**src/rtl/s27_bist.sv**
```systemverilog
// -----------------------------------------------------------------------------
// s27_bist
//
// Built-in self-test driver for the ISCAS-89 s27 benchmark. Drives the s27
// primary inputs G0..G3, observes G17, and runs this sequence:
//   IDLE -> INIT1 -> INIT2 -> RUN (NUM_PATTERNS cycles) -> DONE
// INIT1/INIT2 apply two flush patterns (1110, 0111 on G0..G3) that force the
// s27 state flops G5,G6,G7 to 000 from any start value. RUN applies the low
// nibble of an 8-bit Fibonacci LFSR (x^8+x^6+x^5+x^4+1) each cycle and
// compacts G17 into a 16-bit CRC-CCITT serial signature. DONE reports
// PASS = (SIG == GOLDEN_SIG).
//
// Ports
//   CK           clock, rising edge
//   RST          asynchronous active-high reset
//   START        start request (IDLE or DONE only)
//   G17          s27 output under observation
//   G0..G3       registered drives to s27 inputs
//   BUSY         high in INIT1, INIT2, RUN
//   DONE         high in DONE
//   PASS         signature compare result, valid while DONE is high
//   SIG          current signature register
//   dbg_state_o  FSM state, for checkers
//
// Start/done protocol: START is a request sampled on each rising edge; it is
// accepted only when BUSY is low (IDLE or DONE) and ignored otherwise. An
// accepted request raises BUSY on that edge; BUSY falls on the same edge DONE
// rises, and DONE stays high until the next accepted request or reset.
// -----------------------------------------------------------------------------
module s27_bist #(
  parameter int unsigned NUM_PATTERNS = 255,
  parameter logic [7:0]  SEED         = 8'h01,
  parameter logic [15:0] GOLDEN_SIG   = 16'h0000
) (
  input  logic        CK,
  input  logic        RST,
  input  logic        START,
  input  logic        G17,
  output logic        G0,
  output logic        G1,
  output logic        G2,
  output logic        G3,
  output logic        BUSY,
  output logic        DONE,
  output logic        PASS,
  output logic [15:0] SIG,
  output logic [2:0]  dbg_state_o
);

  localparam logic [2:0] ST_IDLE  = 3'd0;
  localparam logic [2:0] ST_INIT1 = 3'd1;
  localparam logic [2:0] ST_INIT2 = 3'd2;
  localparam logic [2:0] ST_RUN   = 3'd3;
  localparam logic [2:0] ST_DONE  = 3'd4;

  // An all-zero seed would lock the LFSR, so it is substituted.
  localparam logic [7:0]  SEED_EFF = (SEED == 8'h00) ? 8'h01 : SEED;
  localparam logic [15:0] CNT_LAST = 16'(NUM_PATTERNS - 1);

  logic [2:0]  state_q, state_d;
  logic [7:0]  lfsr_q, lfsr_d;
  logic [15:0] cnt_q, cnt_d;
  logic [3:0]  pins_q, pins_d;   // {G0,G1,G2,G3}
  logic [15:0] sig_q, sig_d;
  logic        pass_q, pass_d;
  logic        busy_q, busy_d;
  logic        done_q, done_d;

  logic [7:0]  lfsr_step;
  logic [15:0] sig_step;

  assign lfsr_step = {lfsr_q[6:0], lfsr_q[7] ^ lfsr_q[5] ^ lfsr_q[4] ^ lfsr_q[3]};
  assign sig_step  = {sig_q[14:0], 1'b0} ^ ((sig_q[15] ^ G17) ? 16'h1021 : 16'h0000);

  always_comb begin
    state_d = state_q;
    lfsr_d  = lfsr_q;
    cnt_d   = cnt_q;
    pins_d  = pins_q;
    sig_d   = sig_q;
    pass_d  = pass_q;
    case (state_q)
      ST_IDLE, ST_DONE: begin
        if (START) begin
          state_d = ST_INIT1;
          sig_d   = 16'h0000;
          lfsr_d  = SEED_EFF;
          cnt_d   = 16'h0000;
          pins_d  = 4'b1110;
          pass_d  = 1'b0;
        end
      end
      ST_INIT1: begin
        state_d = ST_INIT2;
        pins_d  = 4'b0111;
      end
      ST_INIT2: begin
        state_d = ST_RUN;
        pins_d  = {lfsr_q[0], lfsr_q[1], lfsr_q[2], lfsr_q[3]};
      end
      ST_RUN: begin
        sig_d  = sig_step;
        lfsr_d = lfsr_step;
        cnt_d  = cnt_q + 16'd1;
        if (cnt_q == CNT_LAST) begin
          state_d = ST_DONE;
          pins_d  = 4'b0000;
          // Compare the signature that includes this final sample.
          pass_d  = (sig_step == GOLDEN_SIG);
        end else begin
          pins_d  = {lfsr_step[0], lfsr_step[1], lfsr_step[2], lfsr_step[3]};
        end
      end
      default: state_d = ST_IDLE;
    endcase
    busy_d = (state_d == ST_INIT1) || (state_d == ST_INIT2) || (state_d == ST_RUN);
    done_d = (state_d == ST_DONE);
  end

  always_ff @(posedge CK or posedge RST) begin
    if (RST) begin
      state_q <= ST_IDLE;
      lfsr_q  <= SEED_EFF;
      cnt_q   <= 16'h0000;
      pins_q  <= 4'b0000;
      sig_q   <= 16'h0000;
      pass_q  <= 1'b0;
      busy_q  <= 1'b0;
      done_q  <= 1'b0;
    end else begin
      state_q <= state_d;
      lfsr_q  <= lfsr_d;
      cnt_q   <= cnt_d;
      pins_q  <= pins_d;
      sig_q   <= sig_d;
      pass_q  <= pass_d;
      busy_q  <= busy_d;
      done_q  <= done_d;
    end
  end

  assign G0          = pins_q[3];
  assign G1          = pins_q[2];
  assign G2          = pins_q[1];
  assign G3          = pins_q[0];
  assign BUSY        = busy_q;
  assign DONE        = done_q;
  assign PASS        = pass_q;
  assign SIG         = sig_q;
  assign dbg_state_o = state_q;

endmodule
```
**config.mk**
```make
export PLATFORM = sky130hd
export DESIGN_NAME = s27_bist
export DESIGN_NICKNAME = d
export VERILOG_FILES = /design/src/rtl/s27_bist.sv
export SDC_FILE = /design/constraint.sdc
export NUM_CORES = 1
export LEC_CHECK = 0
export CAP_MARGIN = 20
export CORE_ASPECT_RATIO = 0.8
export CORE_UTILIZATION = 54
export CTS_CLUSTER_DIAMETER = 30
export CTS_CLUSTER_SIZE = 40
export DETAILED_ROUTE_END_ITERATION = 10
export PLACE_DENSITY = 0.9
export SYNTH_ARGS = -nofsm -noshare
export SYNTH_HDL_FRONTEND = slang
export SYNTH_SLANG_ARGS = --single-unit
```
**constraint.sdc**
```tcl
create_clock -name CK -period 2.53 [get_ports CK]
set_clock_uncertainty 0.2 [all_clocks]
set_input_delay 0.506 -clock CK [delete_from_list [all_inputs] [get_ports CK]]
set_output_delay 0.506 -clock CK [all_outputs]
set_load 0.02 [all_outputs]
```
# [After elaboration in Yosys (flattened, before gate mapping)]
# Cells that the tools add are included.
[totals] ff_bits=50 latch_bits=0 ram_bits=0 romBits=0 n_memories=0
[classes] n_addsub=1 mul=0 div=0 order_cmp=0 n_eq_ne=11 shifts=0 n_mux=15 n_bitwise=5 n_reduce_logical=10
[op_table] op="one-hot mux 16 bit (2 select lines)" n=2
[op_table] op="adder 16 x 1 -> 16 bit (second input constant)" n=1
[op_table] op="== test 16 x 8 -> 1 bit (second input constant)" n=1
[op_table] op="zero test 16 bit" n=1
[op_table] op="2-to-1 mux 16 bit" n=1
[op_table] op="one-hot mux 4 bit (4 select lines)" n=1
[op_table] op="one-hot mux 8 bit (2 select lines)" n=1
[op_table] op="bitwise XOR 16 x 13 -> 16 bit" n=1
[op_table] op="2-to-1 mux 13 bit" n=1
[op_table] op="== test 3 x 2 -> 1 bit (second input constant)" n=4
[op_table] op="one-hot mux 3 bit (4 select lines)" n=1
[op_table] op="2-to-1 mux 4 bit" n=2
[op_table] op="2-to-1 mux 8 bit" n=1
[op_table] op="== test 3 x 1 -> 1 bit (second input constant)" n=2
[op_table] op="== test 3 bit (second input constant)" n=2
[op_table] op="2-to-1 mux 3 bit" n=2
[op_table] op="!= test 2 bit (second input constant)" n=2
[op_table] op="AND reduction 2 bit" n=2
[op_table] op="nonzero test 4 bit" n=1
[op_table] op="bitwise XOR 1 bit" n=4
[op_table] op="zero test 3 bit" n=1
[op_table] op="AND reduction 3 bit" n=1
[op_table] op="logical OR 1 bit" n=2
[op_table] op="2-to-1 mux 1 bit" n=2
[op_table] op="other kinds (3)" n=3

# [Depth between registers and ports, before layout]
# Gate-level depths: netlist (run 1).
[depth] word_depth=6 mapped_depth=7 depth_no_buf=6

# [Least setup slack after synthesis (run 1)]
# OpenSTA, ideal clock, no wires.
[synth_path] path_kind="register to register" start="register cnt_q[0]" end="register pins_q[3]" arrival_ns=1.652 setup_slack_ns=0.552 stages_incl_launch_ff=7 path_buffers=0 synth_period_minus_slack_ns=1.978 cell_sequence="dfrtp_1 inv_1 ha_1 or4b_1 nor3_4 a211oi_1 o32a_1"
[synth_between] elab_chain_len=3
[synth_rtl] element="start: declaration" line="62" text="logic [15:0] cnt_q, cnt_d;"
[synth_rtl] element="start signal: assignment" line="133" text="cnt_q <= cnt_d;"
[synth_rtl] element="== test 16 x 8 -> 1 bit" line="105" text="if (cnt_q == CNT_LAST) begin"
[synth_rtl] element="2-to-1 mux 4 bit" line="105"
[synth_rtl] element="one-hot mux 4 bit (4 select lines)" line="82" text="case (state_q)"
[synth_rtl] element="end signal: assignment" line="134" text="pins_q <= pins_d;"
[synth_rtl] element="end: declaration" line="63" text="logic [3:0] pins_q, pins_d;"
# No other way between the ends.
# A chain may end at the register's enable or synchronous reset.

# [Worst setup path in the final report (run 1)]
[layout_path] start="register state_q[0], in the netlist dbg_state_o[0]" end="output port dbg_state_o[0]"
[layout_rtl] element="start: declaration" line="60" text="logic [2:0] state_q, state_d;"
[layout_rtl] element="start signal: assignment" line="131" text="state_q <= state_d;"
[layout_rtl] element="end: declaration" line="47" text="output logic [2:0] dbg_state_o"
# No word-level cell between the ends.

==> impl_metrics.yaml, run 1 <==
run_status:
  outcome: "finished, final reports clean"
clock_tree:
  cts_resized: 0
  cts_hold_buf: 0
  clock_latency_ns: 0.30
  clockBufferDepth: 2
  post_cts_buffers: 0
  cts_tree: "yes"
  clkTransAtPathRegs_ns: 0.09
  h-tree-depth: 2
  cts_sinks: 50
  numCtsBuffers: 5
  root_buffer: "clkbuf_8"
die:
  start_util: 0.5804
  fp.dieArea_um2: 4461
  io-pin-count: 30
  die_x_um: 74.43
  die_h_um: 59.94
  num_rows: 20
  core-area_um2: 3904
route:
  vias_per_cell: 6.083
  drtAntennaViolNets: 0
  wirelength_um: 4492
  drc: 0
  drt-initial-drc-count: 102
  wl_per_cell_um: 15.54
  dr.pass1.iters: 4
  vias: 1758
pwr:
  powerDensity_nw_per_um2: 1148
  vdd_ir_drop_max_mv: 0.7236
  leakagePower_nw: 1.170
  power_mw: 3.163
setup_path:
  crit_buf_inv: 1
  worst_path_max_delay_cell: "clkdlybuf4s50_1"
  critPathCaptureType: "output pin"
  cp_slowest_stage_delay_ns: 0.69
  path_max_fanout: 11
  worstPathRequired_ns: 1.82
  criticalPathCategory: "reg -> out"
  start_kind: "flip-flop"
  arrival_ns: 1.58
  crit_chain: "clkdlybuf4s50_1"
  cp_top_family: "buffers and inverters"
final_layout:
  fin_nets: 239
  seq_area_um2: 1252
  drive_above_1_share: 0.09402
  postLayoutCoreUtil: 0.7058
  syn2layout_area_growth_pct: 21.59
  stdcell_count: 289
  layout_commonest_cell: "dfrtp_1"
  antenna_cells: 0
  multiInputGateArea_um2: 945.9
  final_area_um2: 2755
  layout.cells.most_common_list: "dfrtp_1 (49), clkdlybuf4s50_1 (29), a22o_1 (20)"
  num-fill-cells: 294
hold_path:
  holdCritPathClass: "reg -> reg"
placed_design:
  place_area_um2: 2641
  hpwlAfterDp_um: 3145
  place_ws_ns: 0.09233
  port_buffers: 29
  gp_congestion: 0.8788
  dp_cells: 281
timing:
  drv_slew: 0
  fmax_mhz: 436.6
  finalSetupTns_ns: 0
  fin_worst_hold_slack_ns: 0.3092
  period_share: 0.9052
  slew_headroom: 0.3520
  hold_violations: 0
  worst_pin_slew_ns: 0.9710
  setup_viol: 0
  rsz0062_at_grt: "false"
  period_minus_slack_ns: 2.290
  setup_slack_ns: 0.2398
global_route:
  grt_usage: 0.2201
  grt_pass1_vias: 1590
  antenna_found_initial: 0
  grt-ovfl-total: 0
  grt_max_degree: 30
  grt_pass1_wl_um: 7231
logic_synthesis:
  syn_nets: 206
  synthCells: 200
  avgSynthCellArea_um2: 11.33
  syn_area_um2: 2266
  ys_warn_count: 0
  synth_flop_cell: "dfrtp_1"
  synth_edf_count: 0
  yosysSeqAreaShare: 0.5527
  ys_ff_latch: 50
  async_flop_share: 1.000
  synth_cell_types: 47
run:
  max-cap-violations: 0
[flip-flops by register name, summed over array words and instances (netlist names)]
register	cells
DONE	1
dbg_state_o	3
lfsr_q	8
cnt_q	16
PASS	1
pins_q	4
SIG	16
BUSY	1
[final timing paths]
kind	startpoint	end	slack (ns)	cells after the start
setup / recovery	dbg_state_o[0]$_DFF_PP0_	dbg_state_o[0]	0.24	1
hold / removal	cnt_q[12]$_DFFE_PP0P_	cnt_q[12]$_DFFE_PP0P_	0.31	1
setup reg to reg	cnt_q[1]$_DFFE_PP0P_	pins_q[3]$_DFFE_PP0P_	0.33	5
hold reg to reg	cnt_q[12]$_DFFE_PP0P_	cnt_q[12]$_DFFE_PP0P_	0.31	1
max in group asynchronous	RST	lfsr_q[0]$_DFFE_PP1P_	1.22	3
min in group asynchronous	RST	BUSY$_DFF_PP0_	0.33	2
[area by class of cell]
cell class	count	area share
flip-flops and latches	50	0.4546
well taps	55	0.02498
clock inverters	3	0.01635
multi-input cells	134	0.3433
inverters	7	0.009537
clock buffers	5	0.02498
repair buffers	35	0.1262
[where the power goes]
part / switching, mW / internal, mW / total [mW]
clock: 0.265 / 0.294 / 0.559
sequential: 0.297 / 1.11 / 1.41
combinational: 0.560 / 0.639 / 1.20
[cell usage after synthesis, drive strengths merged (3+ instances only)]
cell type | number | area (um2)
dfrtp | 49 | 1226
a22o | 20 | 175.2
nand2 | 19 | 71.32
nand3 | 12 | 65.06
o21ai | 12 | 60.06
buf | 8 | 37.54
inv | 7 | 26.28
mux2i | 6 | 60.06
xnor2 | 6 | 52.55
nor2 | 5 | 21.27
nor3 | 4 | 36.29
a211oi | 3 | 22.52
a21oi | 3 | 15.01
nand4 | 3 | 18.77
nor4 | 3 | 33.78
or3 | 3 | 18.77
[logic make-up after synthesis]
logic type	Yosys count	share of synthesized area
multiplexers	6	0.02651
adder cells (fa/ha/maj)	2	0.01104
flip-flops	50	0.5527
AND/OR/NAND/NOR	63	0.1695
AO/OA/AOI/OAI	57	0.1872
XOR/XNOR	6	0.02319
buffers and inverters	16	0.02982
[layer usage]
layer  global-route usage  vias up  wire length, um
li1                     -      826                -
met1               0.3053      854             2167
met2               0.3269       64             1963
met3              0.05565       14              265
met4              0.09973        0               95
met5                    0        -                0
[worst register-to-register path: cells and delay by family, from the launching register on]
kind | cells | cell delay [ns]
AND/OR/NAND/NOR | 2 | 0.80
adder cells (fa/ha/maj) | 1 | 0.19
flip-flops | 1 | 0.44
AO/OA/AOI/OAI | 2 | 0.46
Note: power is estimated with default switching activity, not from simulation.
==> run 2: changes to the inputs <==
- CAP_MARGIN: 20 -> not set
- CORE_MARGIN: not set -> 1.5
==> impl_metrics.yaml, run 2 (synthesis gave the netlist of run 1 again) <==
run_status:
  outcome: "finished, final reports clean"
route:
  wl_met2_um: 2083
  vias_per_cell: 6.028
  vias: 1736
  drtAntennaViolNets: 0
  drt-initial-drc-count: 192
  wl_met1_um: 2276
  dr.pass1.iters: 4
  routed-wl-met3_um: 240
  wirelength_um: 4702
  highest_layer: "met4"
  wl_per_cell_um: 16.33
  drc: 0
final_layout:
  antenna_cells: 0
  final_area_um2: 2725
  layout.cells.most_common_list: "dfrtp_1 (49), clkdlybuf4s50_1 (29), a22o_1 (20)"
  syn2layout_area_growth_pct: 20.26
  layout_commonest_cell: "dfrtp_1"
  drive_above_1_share: 0.08584
  postLayoutCoreUtil: 0.6981
  multiInputGateArea_um2: 945.9
  seq_area_um2: 1252
  fin_nets: 238
  stdcell_count: 288
  num-fill-cells: 287
timing:
  drv_slew: 0
  slew_headroom: 0.3452
  worst_pin_slew_ns: 0.9811
  setup_slack_ns: 0.2221
  finalSetupTns_ns: 0
  fin_worst_hold_slack_ns: 0.3092
  setup_viol: 0
  rsz0062_at_grt: "false"
  period_minus_slack_ns: 2.308
  hold_violations: 0
  fmax_mhz: 433.3
  period_share: 0.9122
placed_design:
  place_ws_ns: 0.05638
  port_buffers: 29
  gp_congestion: 0.8314
  place_area_um2: 2634
  dp_cells: 280
  hpwlAfterDp_um: 3305
setup_path:
  rr_worst_depth: 3
  arrival_ns: 2.34
  critPathCaptureType: "flip-flop"
  criticalPathCategory: "reg -> reg"
  timing.rr.start: "dbg_state_o[0]$_DFF_PP0_"
  reg2reg_slack_ns: 0.22
  path_max_fanout: 26
  worstPathRequired_ns: 2.57
  start_kind: "flip-flop"
  crit-reg2reg-capture: "lfsr_q[4]$_DFFE_PP0P_"
die:
  io-pin-count: 30
  die_h_um: 60.94
  num_rows: 20
  core-area_um2: 3904
  die_x_um: 75.43
  fp.dieArea_um2: 4596
  start_util: 0.5804
pwr:
  power_mw: 3.088
  vdd_ir_drop_max_mv: 0.7345
  powerDensity_nw_per_um2: 1133
  leakagePower_nw: 1.163
global_route:
  antenna_found_initial: 0
  grt_pass1_vias: 1555
  grt-ovfl-total: 0
  grt_pass1_wl_um: 7548
  grt_max_degree: 33
  grt_usage: 0.2287
clock_tree:
  cts_hold_buf: 0
  post_cts_buffers: 0
  clkTransAtPathRegs_ns: 0.08
  cts_sinks: 50
  clock_latency_ns: 0.31
  numCtsBuffers: 5
  clockBufferDepth: 2
  cts_tree: "yes"
  root_buffer: "clkbuf_8"
  cts_resized: 0
  h-tree-depth: 2
hold_path:
  hold-path-endpoint: "cnt_q[14]$_DFFE_PP0P_"
  hold_path_depth: 1
  holdCritPathClass: "reg -> reg"
  worst_hold_startpoint: "cnt_q[14]$_DFFE_PP0P_"
run:
  max-cap-violations: 0
run 2: cell count changes in the layout (fill, tap and decap cells not counted):
cell	delta
bufinv_16	-1
clkbuf_8	+1
clkinvlp_4	-2
clkinv_2	+1
buf_4	-1
clkbuf_1	+1
run 2: cell type report:
class,instances,share of cell area
multi-input cells,134,0.3471
clock buffers,7,0.03168
well taps,55,0.02525
repair buffers,34,0.1249
clock inverters,1,0.001837
flip-flops and latches,50,0.4596
inverters,7,0.009642
run 2: how the worst max path moves through the flow:
stage | start | end | slack [ns] | cells after the start
6_report | dbg_state_o[0]$_DFF_PP0_ | lfsr_q[4]$_DFFE_PP0P_ | 0.22 | 3
4_1_cts | dbg_state_o[0]$_DFF_PP0_ | dbg_state_o[0] | 0.22 | 1
3_3_place_gp | START | SIG[5]$_DFFE_PP0P_ | 0.11 | 4
2_1_floorplan | cnt_q[0]$_DFFE_PP0P_ | pins_q[3]$_DFFE_PP0P_ | 0.55 | 6
5_1_grt | dbg_state_o[0]$_DFF_PP0_ | lfsr_q[1]$_DFFE_PP0P_ | 0.05 | 4
3_5_place_dp | START | SIG[14]$_DFFE_PP0P_ | 0.06 | 4
run 2: critical path, cell delays in order (launching register included):
cell and delay [ns]:
dfrtp_1 0.54, and3b_1 0.42, nor2_2 0.82, a22o_1 0.26
run 2: power breakdown:
group / internal [mW] / total [mW] / switching [mW]
clock network: 0.221 / 0.475 / 0.254
logic: 0.640 / 1.20 / 0.556
registers: 1.11 / 1.42 / 0.309
total: 1.97 / 3.09 / 1.12
run 2: routing by layer:
layer  vias up  global-route usage
met5         -                   0
met1       845              0.3492
met3         9             0.04817
met2        65              0.3070
li1        817                   -
met4         0              0.1148
